### src/rtl/three_logic.sv
// three_logic: f = m(0,1,2,5,8,9,10) over {A,B,C,D}, with a registered copy and a saturating count of high cycles
module three_logic #(
  parameter int CNT_W = 8
) (
  input  logic             clk,
  input  logic             rst,
  input  logic             A,
  input  logic             B,
  input  logic             C,
  input  logic             D,
  output logic             f,
  output logic             f_q,
  output logic [CNT_W-1:0] ones_cnt
);
  assign f = (~B & ~D) | (~B & ~C) | (~A & ~C & D);
  always_ff @(posedge clk or posedge rst) begin
    if (rst) begin
      f_q      <= 1'b0;
      ones_cnt <= '0;
    end else begin
      f_q <= f;
      if (f && !(&ones_cnt)) ones_cnt <= ones_cnt + 1'b1;
    end
  end
endmodule

### config.mk
export PLATFORM = sky130hd
export DESIGN_NAME = three_logic
export DESIGN_NICKNAME = d
export VERILOG_FILES = /design/src/rtl/three_logic.sv
export SDC_FILE = /design/constraint.sdc
export NUM_CORES = 1
export LEC_CHECK = 0
export CORE_AREA = 2 2 39 41
export DETAILED_ROUTE_END_ITERATION = 8
export DIE_AREA = 0 0 41 43
export SLEW_MARGIN = 20
export SYNTH_ARGS = -nofsm -noshare
export SYNTH_HDL_FRONTEND = slang
export SYNTH_SLANG_ARGS = --single-unit
### constraint.sdc
create_clock -name clk -period 1.84 [get_ports clk]
set_clock_uncertainty 0.05 [all_clocks]
set_input_delay 0.184 -clock clk [delete_from_list [all_inputs] [get_ports clk]]
set_output_delay 0.184 -clock clk [all_outputs]
set_load 0.01 [all_outputs]
==> impl_metrics.yaml <==
outcome:
  status: "completed"
layout:
  drive_above_1_share_pct: 12.70
  syn2layout_area_growth_pct: 45.08
  post-route-util_pct: 48.01
  layout_commonest_cell: "clkdlybuf4s50_1"
  fill_cells: 138
  nets: 71
  antenna_cells: 0
  final_cell_mix: "clkdlybuf4s50_1 (14), dfrtp_1 (9), inv_1 (4), mux2_1 (4), nor2_1 (4)"
logic_synthesis:
  synth_top_family_by_area: "simple AND/OR/NAND/NOR gates"
  synthMuxAreaShare_pct: 12.30
  syn_area_per_cell_um2: 10.65
  synth_compound_area_share_pct: 9.836
  synth-adder-area-share_pct: 2.732
  syn-num-nets: 50
  synth-simple-area-share_pct: 18.85
  netlist_area_um2: 457.9
  synthCells: 43
  synth_cell_type_count: 21
  synth_warnings: 0
  synth-seq-cells: 9
  seq_area_frac_synth_pct: 49.18
  synth-xor-area-share_pct: 3.825
worst_setup_path:
  end_kind: "flop"
  cp.required_ps: 1930
  start_kind: "input pin"
  critical_path_arrival_ps: 1650
  rr_startpoint: "ones_cnt[0]"
  startpoint: "D"
  path_class: "in2reg"
  crit_fanout: 4
placed_design:
  gp_congestion: 0.7502
  place_hpwl_um: 656.9
  io_buffers: 15
cts:
  ctsResizeCount: 0
  h-tree-depth: 1
  clk_latency_ps: 260
  clkTransAtPathRegs_ps: 60
  cts_tree: "yes"
  post_cts_buffers: 0
  cts_made_buffers: 3
  cts_root_buffer: "clkbuf_4"
  postCtsHoldBufs: 0
  cts_sinks: 9
  cts_buffer_depth: 2
die:
  ios: 16
  rows: 14
  dieHeight_um: 43
  die_w_um: 41
  initial_core_util_pct: 33.09
  fp.coreArea_um2: 1384
  die_area_um2: 1763
grt:
  antenna_found_initial: 0
  grt_max_degree: 10
  overflow: 0
  grt_pass1_vias: 365
  grt_pass1_wl_um: 1435
  gr-usage-all-layers_pct: 12.37
power:
  ir_drop_uv: 703.0
  clockPowerShare_pct: 17.8
  pwr-share-comb_pct: 40.9
  switching_power_mw: 0.2956
  p_int_mw: 0.5639
  power_density_nw_per_um2: 1294
  power.share.switching_pct: 34.39
  power.total_mw: 0.8596
  power.leakage_nw: 0.2879
  pwr-share-seq_pct: 41.4
sta:
  slew_violations: 0
  holdWs_ps: 137.1
  slew_headroom_pct: 75.86
  setup_viol: 0
  period_share_pct: 85.13
  period_needed_ps: 1566
  worst_slew_pin_slew_ps: 362.1
  max_freq_mhz: 638.4
  hold_viol: 0
  rsz0062_at_grt: "no"
route:
  vias: 373
  wl_um: 882
  wl_per_cell_um: 11.16
  first_pass_iters: 4
  drtIter0Drc: 5
  antenna_left: 0
  post-route-drc-count: 0
  vias_per_cell: 4.722
job:
  drv_cap: 0
min_path:
  hold_class: "in2async"
[through the flow]
| step | setup WS [ps] | instance area, um^2 | TNS (ps) | cells |
|---|---|---|---|---|
| 2_1_floorplan | 380.4 | 457.9 | 0 | 43 |
| 3_3_place_gp | 15.15 | 635.6 | 0 | 75 |
| 3_5_place_dp | -2.147 | 635.6 | -2.147 | 75 |
| 4_1_cts | 12.74 | 661.9 | 0 | 79 |
| 5_1_grt | 206.6 | 664.4 | 0 | 79 |
| 6_report | 273.7 | 664.4 | 0 | 79 |
[worst max-delay path, cell delays in order]
cell and delay, ps:
clkdlybuf4s50_1 510, nand2b_1 100, a22o_1 200, buf_4 150, nor3_2 170, mux2_1 340
[worst paths after layout]
kind	depth (start not counted)	end	slack [ps]
worst max-delay path	6	ones_cnt[6]	270
worst min-delay path	2	ones_cnt[7]	140
worst max register to register	5	ones_cnt[1]	330
worst min register to register	1	ones_cnt[0]	470
max in group asynchronous	2	ones_cnt[4]	1340
min in group clk	1	ones_cnt[0]	470
[metal layers]
metal / wire [um] / part of all wire (%) / track usage [%] / vias up
met5: 0 / 0 / 0 / -
met4: 12 / 1.4 / 6.667 / 0
met3: 46 / 5.2 / 4.712 / 2
met2: 413 / 47 / 17.19 / 10
met1: 410 / 46 / 15.95 / 169
li1: - / - / - / 192
[cells in the mapped netlist]
| cell type | number | share of area, % |
|---|---|---|
| dfrtp_1 | 9 | 49 |
| inv_1 | 4 | 3.3 |
| mux2_1 | 4 | 9.8 |
| nor2_1 | 4 | 3.3 |
| nand2_1 | 3 | 2.5 |
| nand2b_1 | 2 | 2.7 |
| nand3_1 | 2 | 2.2 |
| o21ai_0 | 2 | 2.2 |
| a21oi_1 | 1 | 1.1 |
| a221oi_2 | 1 | 3.3 |
| a22o_1 | 1 | 1.9 |
| a31oi_1 | 1 | 1.4 |
| ha_1 | 1 | 2.7 |
| mux2_2 | 1 | 2.5 |
| nand4_1 | 1 | 1.4 |
| nand4b_1 | 1 | 1.9 |
| nor2_2 | 1 | 1.4 |
| nor2b_1 | 1 | 1.4 |
| nor3_2 | 1 | 2.2 |
| xnor2_1 | 1 | 1.9 |
| xor2_1 | 1 | 1.9 |
[sequential cells by signal, indices dropped and copies added, names as in the netlist]
| register | flops |
|---|---|
| f_q | 1 |
| ones_cnt | 8 |
[power by group through the flow]
stage | clock network [mW] | registers [mW] | logic [mW]
after floorplan | 0 | 0.380 | 0.140
after global placement | 0 | 0.359 | 0.350
after detailed placement | 0 | 0.360 | 0.353
after CTS | 0.159 | 0.357 | 0.355
after global routing | 0.167 | 0.372 | 0.393
final | 0.153 | 0.356 | 0.351
[cell type report]
type	instances	area (um^2)	share of cell area, %
timing repair buffer	16	160.2	24.11
inverter	4	15.01	2.260
clock buffer	4	26.28	3.955
sequential	9	225.2	33.90
tap	16	20.02	3.013
multi-input combinational	30	217.7	32.77
[cell families after synthesis]
group                    count (synthesis)
multiplexers                             5
buffers and inverters                    4
AND/OR/NAND/NOR                         16
XOR/XNOR                                 2
AO/OA/AOI/OAI                            6
flip-flops                               9
adder cells (fa/ha/maj)                  1
Note: power is estimated with default switching activity, not from simulation.
